[src/rtl/systolic_feeder.sv]
// Operand feeder for an NxN systolic array: holds A and B, then streams
// A rows and B columns onto the array edges with per-lane diagonal skew.
module systolic_feeder #(
   parameter int DATAWIDTH = 16,
   parameter int N         = 4
) (
   input  logic                   clk,
   input  logic                   rst,
   input  logic                   wr_en,
   input  logic                   wr_sel,
   input  logic [$clog2(N)-1:0]   wr_row,
   input  logic [$clog2(N)-1:0]   wr_col,
   input  logic [DATAWIDTH-1:0]   wr_data,
   input  logic                   start,
   output logic                   busy,
   output logic                   done,
   output logic [N*DATAWIDTH-1:0] a_edge,
   output logic [N-1:0]           a_valid,
   output logic [N*DATAWIDTH-1:0] b_edge,
   output logic [N-1:0]           b_valid
);

   localparam int TW = $clog2(3*N-2);
   localparam logic [TW-1:0] T_LAST = TW'(3*N-3);

   localparam logic [1:0] S_IDLE   = 2'd0;
   localparam logic [1:0] S_STREAM = 2'd1;
   localparam logic [1:0] S_DONE   = 2'd2;

   logic [1:0]    state_q, state_d;
   logic [TW-1:0] t_q, t_d;
   logic          accept_start;
   logic          wr_ok;

   logic [DATAWIDTH-1:0] a_mem_q [N][N];
   logic [DATAWIDTH-1:0] b_mem_q [N][N];

   logic [DATAWIDTH-1:0] a_lane_d [N];
   logic [DATAWIDTH-1:0] b_lane_d [N];
   logic [N-1:0]         a_valid_d, b_valid_d;

   logic                   busy_q, done_q;
   logic [N*DATAWIDTH-1:0] a_edge_q, b_edge_q;
   logic [N-1:0]           a_valid_q, b_valid_q;

   always_comb begin
      state_d      = state_q;
      t_d          = t_q;
      accept_start = 1'b0;
      case (state_q)
         S_IDLE: begin
            t_d = '0;
            if (start) begin
               accept_start = 1'b1;
               state_d      = S_STREAM;
            end
         end
         S_STREAM: begin
            if (t_q == T_LAST) begin
               state_d = S_DONE;
               t_d     = '0;
            end else begin
               t_d = t_q + TW'(1);
            end
         end
         S_DONE: begin
            t_d = '0;
            if (start) begin
               accept_start = 1'b1;
               state_d      = S_STREAM;
            end else begin
               state_d = S_IDLE;
            end
         end
         default: begin
            state_d = S_IDLE;
            t_d     = '0;
         end
      endcase
   end

   // A start in the same cycle as a write wins; the write is dropped.
   assign wr_ok = wr_en && !accept_start &&
                  (state_q == S_IDLE || state_q == S_DONE);

   // Outputs are registered from the next step so step t shows after edge E0+t.
   always_comb begin
      for (int i = 0; i < N; i++) begin
         a_lane_d[i]  = '0;
         b_lane_d[i]  = '0;
         a_valid_d[i] = 1'b0;
         b_valid_d[i] = 1'b0;
         if (state_d == S_STREAM) begin
            for (int k = 0; k < N; k++) begin
               if (int'(t_d) == i + k) begin
                  a_valid_d[i] = 1'b1;
                  a_lane_d[i]  = a_mem_q[i][k];
                  b_valid_d[i] = 1'b1;
                  b_lane_d[i]  = b_mem_q[k][i];
               end
            end
         end
      end
   end

   always_ff @(posedge clk) begin
      if (rst) begin
         state_q   <= S_IDLE;
         t_q       <= '0;
         busy_q    <= 1'b0;
         done_q    <= 1'b0;
         a_edge_q  <= '0;
         b_edge_q  <= '0;
         a_valid_q <= '0;
         b_valid_q <= '0;
      end else begin
         state_q   <= state_d;
         t_q       <= t_d;
         busy_q    <= (state_d == S_STREAM);
         done_q    <= (state_d == S_DONE);
         a_valid_q <= a_valid_d;
         b_valid_q <= b_valid_d;
         for (int i = 0; i < N; i++) begin
            a_edge_q[i*DATAWIDTH +: DATAWIDTH] <= a_lane_d[i];
            b_edge_q[i*DATAWIDTH +: DATAWIDTH] <= b_lane_d[i];
         end
      end
   end

   always_ff @(posedge clk) begin
      if (rst) begin
         for (int r = 0; r < N; r++) begin
            for (int c = 0; c < N; c++) begin
               a_mem_q[r][c] <= '0;
               b_mem_q[r][c] <= '0;
            end
         end
      end else if (wr_ok) begin
         if (wr_sel) begin
            b_mem_q[wr_row][wr_col] <= wr_data;
         end else begin
            a_mem_q[wr_row][wr_col] <= wr_data;
         end
      end
   end

   assign busy    = busy_q;
   assign done    = done_q;
   assign a_edge  = a_edge_q;
   assign b_edge  = b_edge_q;
   assign a_valid = a_valid_q;
   assign b_valid = b_valid_q;

endmodule

[config.mk]
export PLATFORM = sky130hd
export DESIGN_NAME = systolic_feeder
export DESIGN_NICKNAME = d
export VERILOG_FILES = /design/src/rtl/systolic_feeder.sv
export SDC_FILE = /design/constraint.sdc
export NUM_CORES = 1
export LEC_CHECK = 0
export CAP_MARGIN = 15
export CORE_ASPECT_RATIO = 0.7
export CORE_UTILIZATION = 50
export DETAILED_ROUTE_END_ITERATION = 8
export PLACE_DENSITY = 0.69
export SYNTH_ARGS = -nofsm -noshare
export SYNTH_HDL_FRONTEND = slang
export SYNTH_SLANG_ARGS = --single-unit
[constraint.sdc]
create_clock -name clk -period 5.05 [get_ports clk]
set_input_delay 0.7575 -clock clk [delete_from_list [all_inputs] [get_ports clk]]
set_output_delay 0.7575 -clock clk [all_outputs]
set_load 0.01 [all_outputs]
==> impl_metrics.ini, run 1 <==
[run_status]
status = finished clean

[grt]
grt_start_max_net_pins = 75
overflow = 0
grt_pass1_vias = 15668
antenna_found_initial = 4
grt_pass1_wl_um = 101000
grt_use_total_pct = 25.1

[sta]
fmax_mhz = 276
hold_viol = 0
fin_crit_sh_pct = 71.8
finalSetupTns_ns = 0
tightest_slew_ns = 1.06
rsz0062_at_grt = false
setup_viol = 0
maxSlewHeadroom_pct = 29.1
setup_slack_ns = 1.42
finClkSkew_ns = 0.0123
whs_ns = 0.450
slew_violations = 0
fin_crit_ns = 3.63

[clock_network]
clock_latency_ns = 0.62
path_clk_slew_ns = 0.06
clk_path_buf_depth = 3
cts_root_buf = clkbuf_16
cts_hold_buffers = 0
tritoncts = built
postCtsSetupRepairBufs = 0
numCtsBuffers = 58
clock_sinks = 652
h-tree-depth = 2
cts_resized = 0

[synth]
ys.flop_type = edfxtp_1
synthesis.nets = 2010
syn_inst = 1983
yosys_warnings = 0
syn_area_per_cell_um2 = 13.3
syn_area_mm2 = 0.0265
seq_area_frac_synth_pct = 68.7
ys_types = 55
synth-edff-count = 512
synthTopCellsByArea = edfxtp_1 58%, and2_1 12%, dfxtp_1 11%
synth_top_cell_area_share_pct = 58.1
async_flop_share_pct = 0
ys_ff_latch = 652
yosys.area.top_type = edfxtp_1

[place]
globalplace.congestion = 0.837
portBuffers = 162
dp_hpwl_um = 39300
dp_slack_ns = 1.34

[critical_path]
crit_type = flop to flop
endpoint_kind = flop
worstPathRequired_ns = 5.58
critPathMaxFanout = 33
arrival_ns = 4.16
start_kind = flop

[routing]
drt-total-wl_um = 68200
num_vias = 16333
avgViaCountPerCell = 5.79
detail_route.wl_per_cell_um = 24.2
drc_errors = 0
drt_iter0_markers = 1793
drtPass1Iterations = 6
ant_nets = 0

[finish]
final_common_cell = and2_1
synthToLayoutAreaGrowth_pct = 15.7
fin_nets = 2112
drive_gt1_share_pct = 11.8
layout_common_cells = 513 x and2_1, 512 x edfxtp_1, 157 x clkdlybuf4s50_1

[hold_path]
worstHoldPathType = flop to flop

[floorplan]
die_w_um = 277
initial_core_util_pct = 50.7
core_mm2 = 0.0522
fp.dieArea_mm2 = 0.0538
die_h_um = 194
ios = 163
rows = 70

[pwr]
leakage_uw = 0.0110
vdd_ir_drop_max_mv = 0.251
report.power.total_uw = 11000
power_density_mw_per_mm2 = 361

[flow_run]
drv_cap = 0
## flip-flops by register name (all words and copies together) (netlist names)
signal	count
a_edge	64
a_mem_q	256
b_edge	64
b_mem_q	256
b_valid	4
busy	1
done	1
state_q	2
t_q	4
## power breakdown
part	leakage [uW]	total, uW	switching (uW)	internal, uW
Sequential	0.00647	5990	55.5	5930
Clock	0.000935	4450	1960	2490
Combinational	0.00362	606	419	187
## cell families after synthesis
family                   count (synthesis)  synth area share (%)
AO/OA/AOI/OAI                          371                  10.6
XOR/XNOR                                 1                0.0331
adder cells (fa/ha/maj)                  2                0.0946
buffers and inverters                  216                  3.42
flip-flops                             652                  68.7
multiplexers                            32                  1.36
AND/OR/NAND/NOR                        709                  15.8
## stage by stage
stage | utilization [%] | std cells | cell area (um^2)
2_1_floorplan | - | 1983 | 26500
3_3_place_gp | 54.8 | 2705 | 28600
3_5_place_dp | 54.8 | 2706 | 28600
4_1_cts | 58.5 | 2816 | 30500
5_1_grt | 58.6 | 2819 | 30600
6_report | 58.6 | 2821 | 30600
## final cells by class
cell class / instances / area (um^2)
Antenna cell: 2 / 5.00
Clock buffer: 81 / 1660
Clock inverter: 29 / 229
Fill cell: 4085 / 21600
Inverter: 35 / 131
Multi-Input combinational cell: 1115 / 7390
Sequential cell: 652 / 18200
Tap cell: 684 / 856
Timing Repair Buffer: 223 / 2140
## final timing paths
path              slack [ns]         end  depth (start not counted)     startpoint
setup reg to reg        1.42   b_edge[1]                          7         t_q[1]
hold reg to reg         0.45  a_edge[25]                          1  a_mem_q[1][9]
hold / removal          0.45  a_edge[25]                          1  a_mem_q[1][9]
setup / recovery        1.42   b_edge[1]                          7         t_q[1]
## per-layer routing
metal	vias to the layer above	global-route usage, %	part of all wire [%]
li1	7381	-	-
met1	8116	37.3	44
met2	745	37.4	44
met3	91	5.51	9.9
met4	0	6.19	1.9
met5	-	0	0
## cell usage after synthesis (2+ instances only)
cell type	number
and2_1	515
edfxtp_1	512
dfxtp_1	140
clkbuf_1	134
o21ai_0	127
nor2_1	98
a21oi_1	39
a221oi_1	38
buf_2	34
inv_1	34
a22o_1	32
or2_2	32
a222oi_1	31
mux2_2	31
o221ai_1	31
o2bb2ai_1	29
a221oi_2	25
nor3_1	16
nand2_1	10
nand2b_1	7
nand3_1	7
buf_4	6
nand3b_1	6
nor2b_1	5
a31oi_1	4
buf_6	4
buf_1	3
a21o_1	2
and4b_1	2
ha_1	2
nor4_1	2
o211ai_1	2
## worst max-delay path: stages (launching register included)
cell	delay [ns]
dfxtp_1	0.45
inv_1	0.07
ha_1	0.53
nor4b_1	0.71
and2_2	0.88
buf_4	0.52
a221oi_1	0.14
nor2_1	0.21
Power figures use the tool's default switching activity.
==> run 2: changes to the inputs <==
Settings changed: PLACE_DENSITY 0.69 to 0.72.
Clock period 5.05 ns to 3 ns, I/O delays scaled along.
==> run 2 against run 1 <==
Combinational power up 73%. Critical path depth up 1. Largest power group unchanged. Critical path type unchanged. Non-clock buffer count up 30. Register-to-register slack worse by 1.2 ns. Sequential share of layout area down 0.64 points. Global-route usage down 1.0 points. Via count up 0.40%.
==> impl_metrics.ini, run 2 (same netlist as run 1, synthesis figures left out) <==
[floorplan]
initial_core_util_pct = 50.7
die_w_um = 277
fp.dieArea_mm2 = 0.0538
core_mm2 = 0.0522
die_h_um = 194
ios = 163
rows = 70

[grt]
grt_pass1_vias = 15998
grt_start_max_net_pins = 65
antenna_found_initial = 7
grt_pass1_wl_um = 97800
overflow = 0
grt_use_total_pct = 24.1

[sta]
fmax_mhz = 358
tightest_slew_ns = 0.760
fin_crit_ns = 2.80
rsz0062_at_grt = false
fin_crit_sh_pct = 93.2
hold_viol = 0
maxSlewHeadroom_pct = 49.3
finalSetupTns_ns = 0
slew_violations = 0
setup_slack_ns = 0.203
finClkSkew_ns = 0.0139
setup_viol = 0

[place]
portBuffers = 162
globalplace.congestion = 0.853
dp_hpwl_um = 40300
dp_slack_ns = 0.227

[critical_path]
path_cells = inv_1 > ha_1 > nand2_1 > and4b_1 > and2_2 > buf_12 > nor2_1 > a21oi_1
endpoint_kind = flop
worstPathRequired_ns = 3.45
start_kind = flop
crit_start = t_q[1]
critPathMaxFanout = 47
cpPeakStageDelay_ns = 0.51
arrival_ns = 3.25
slowest_stage = ha_1
timing.rr.start = t_q[1]
crit_type = flop to flop

[clock_network]
path_clk_slew_ns = 0.06
h-tree-depth = 2
cts_hold_buffers = 0
postCtsSetupRepairBufs = 0
clock_latency_ns = 0.62
clk_path_buf_depth = 3
numCtsBuffers = 59
cts_root_buf = clkbuf_16
clock_sinks = 652
tritoncts = built

[finish]
synthToLayoutAreaGrowth_pct = 16.9
fin_util_pct = 59.2
layout_common_cells = 513 x and2_1, 512 x edfxtp_1, 162 x clkdlybuf4s50_1
nFillCells = 4017
multi_input_area_mm2 = 0.00740
drive_gt1_share_pct = 13.3
reg.largest.list = a_mem_q: 256 flops, b_mem_q: 256 flops
fin_nets = 2143
final_common_cell = and2_1
final-seq-area_mm2 = 0.0182

[flow_run]
drv_cap = 0

[routing]
drc_errors = 0
ant_nets = 0
num_vias = 16399
avgViaCountPerCell = 5.75
drt-total-wl_um = 65200
drt_iter0_markers = 2206
detail_route.wl_per_cell_um = 22.9
drtPass1Iterations = 7

[run_status]
status = finished clean

[pwr]
power_density_mw_per_mm2 = 600
leakage_uw = 0.0112
vdd_ir_drop_max_mv = 0.392

[hold_path]
min_from = b_mem_q[3][38]
worstHoldPathType = flop to flop
## run 2: repair_timing
item,in CTS,in global routing
setup endpoints to repair,0,1
endpoints found under the hold margin,0,0
resized for setup,0,1
## run 2: cell type report
class                      instances  area share [%]
clock buffer                      82            5.68
sequential                       652            58.8
multi-input combinational       1115            23.9
antenna                            2          0.0162
inverter                          35           0.425
timing repair buffer             253            7.86
clock inverter                    29           0.554
tap                              684            2.77
## run 2: layer usage
layer / global-route usage [%] / vias up / part of all wire [%]
met5: 0 / - / 0
met4: 7.00 / 0 / 2.3
met3: 5.90 / 103 / 10
met2: 36.3 / 753 / 45
met1: 34.7 / 8106 / 43
li1: - / 7437 / -
## run 2: worst paths after layout
kind                                    to  slack (ns)  depth (start not counted)
worst max-delay path            b_edge[45]        0.20                          8
worst min-delay path            b_edge[22]        0.45                          1
worst max register to register  b_edge[45]        0.20                          8
worst min register to register  b_edge[22]        0.45                          1
## run 2: metrics by stage
step	hold slack, ns	area (um^2)	power [uW]	std cells
after global routing	0.475	30900	19100	2850
after CTS	0.452	30900	18600	2850
after detailed placement	0.433	29000	11300	2739
after global placement	0.430	29000	11300	2739
final	0.453	30900	18600	2852
after floorplan	0.426	26500	10800	1983
## run 2: power by group
part | switching [uW] | internal (uW)
Combinational | 708 | 346
Sequential | 87.2 | 9980
Clock | 3260 | 4170
## run 2: worst max-delay path, delay by kind of cell, from the launching register on
family | cells | cell delay [ns]
AOI/OAI and AO/OA | 1 | 0.47
DFF | 1 | 0.47
buffers and inverters | 2 | 0.38
and+or+nand+nor | 4 | 0.79
adders and majority gates | 1 | 0.51
==> run 3: changes to the inputs <==
Settings changed: CTS_BUF_LIST set to sky130_fd_sc_hd__clkbuf_8 sky130_fd_sc_hd__clkbuf_16.
==> run 3 against run 2 <==
Combinational power barely moved. Wire length barely moved. Clock power barely moved. Hold slack improved by 0.0016 ns. Register-to-register slack improved by 0.02 ns. Global-route usage did not move. Design area barely moved. Non-clock buffer count did not move. Sequential power barely moved. Highest routed layer unchanged.
==> impl_metrics.ini, run 3 (same netlist as run 1, synthesis figures left out) <==
[grt]
grt_use_total_pct = 24.1
antenna_found_initial = 7
grt_pass1_wl_um = 97800
grt_start_max_net_pins = 65
overflow = 0
grt_pass1_vias = 15998

[finish]
drive_gt1_share_pct = 13.3
layout_common_cells = 513 x and2_1, 512 x edfxtp_1, 162 x clkdlybuf4s50_1
reg.largest.list = a_mem_q: 256 flops, b_mem_q: 256 flops
final_cells = 2853
synthToLayoutAreaGrowth_pct = 16.9
final_common_cell = and2_1
fin_nets = 2143

[sta]
fmax_mhz = 361
fin_crit_ns = 2.77
finClkSkew_ns = 0.0154
whs_ns = 0.455
rsz0062_at_grt = false
hold_viol = 0
setup_viol = 0
tightest_slew_ns = 0.757
maxSlewHeadroom_pct = 49.5
finalSetupTns_ns = 0
fin_crit_sh_pct = 92.4
slew_violations = 0

[floorplan]
die_w_um = 277
core_mm2 = 0.0522
fp.dieArea_mm2 = 0.0538
ios = 163
rows = 70
initial_core_util_pct = 50.7
die_h_um = 194

[place]
globalplace.congestion = 0.853
dp_hpwl_um = 40300
portBuffers = 162
dp.cells = 2739

[routing]
num_vias = 16421
drc_errors = 0
ant_nets = 0
avgViaCountPerCell = 5.76
drt-total-wl_um = 65200
drtPass1Iterations = 6
detail_route.wl_per_cell_um = 22.9
drt_iter0_markers = 2256

[run_status]
status = finished clean

[clock_network]
h-tree-depth = 2
clock_latency_ns = 0.62
clk_path_buf_depth = 3
path_clk_slew_ns = 0.06
numCtsBuffers = 59
postCtsSetupRepairBufs = 0
cts_root_buf = clkbuf_16
cts_resized = 0
tritoncts = built
cts_hold_buffers = 0
clock_sinks = 652

[critical_path]
crit_type = flop to flop
cp_num_buf_inv = 2
critPathMaxFanout = 47
worstPathRequired_ns = 3.46
arrival_ns = 3.23
endpoint_kind = flop
r2r_cells = 8
slowest_stage = ha_1
crit_cells = 8
cpPeakStageDelay_ns = 0.51
start_kind = flop
critical_path.top_delay_family = simple AND/OR/NAND/NOR gates
path_cells = inv_1 > ha_1 > nand2_1 > and4b_1 > and2_2 > buf_12 > nor2_1 > a21oi_1

[pwr]
power_density_mw_per_mm2 = 599
p_sw_share_pct = 21.9
vdd_ir_drop_max_mv = 0.394
report.power.total_uw = 18500
p_int_uw = 14500
p_switching_uw = 4050
combPwrFrac_pct = 5.7
seqPwrFrac_pct = 54.4
clockPowerShare_pct = 39.9
leakage_uw = 0.0113

[hold_path]
whs_path_depth = 1
worstHoldPathType = flop to flop

[flow_run]
drv_cap = 0
-- run 3: routing by layer --
metal	part of all wire (%)	global-route usage [%]	vias up
met4	2.3	7.00	0
met5	0	0	-
met1	44	34.7	8155
li1	-	-	7439
met3	9.9	5.90	105
met2	44	36.3	722
-- run 3: area by class of cell --
cell class,count,area [um^2]
inverter,35,131
tap,684,856
antenna,3,7.51
multi-input combinational,1115,7400
fill,4018,21300
timing repair buffer,253,2430
clock buffer,74,1730
clock inverter,37,201
sequential,652,18200
-- run 3: power by group through the flow --
| stage | Combinational, uW | Sequential, uW | Clock, uW |
|---|---|---|---|
| 2_1_floorplan | 536 | 10300 | 0 |
| 3_3_place_gp | 1020 | 10300 | 0 |
| 3_5_place_dp | 1040 | 10300 | 0 |
| 4_1_cts | 1040 | 10100 | 7490 |
| 5_1_grt | 1120 | 10100 | 7840 |
| 6_report | 1050 | 10100 | 7400 |
-- run 3: path summary, 6_finish.rpt --
kind             startpoint         end  slack [ns]
max                  t_q[1]  b_edge[45]        0.23
min reg2reg  b_mem_q[3][38]  b_edge[22]        0.45
min          b_mem_q[3][38]  b_edge[22]        0.45
max reg2reg          t_q[1]  b_edge[45]        0.23
-- run 3: metrics by stage --
stage	utilization (%)	setup WS [ns]	area, um^2
2_1_floorplan	-	0.859	26500
3_3_place_gp	55.5	0.177	29000
3_5_place_dp	55.5	0.227	29000
4_1_cts	59.2	0.278	30900
5_1_grt	59.2	0.0629	30900
6_report	59.3	0.227	30900
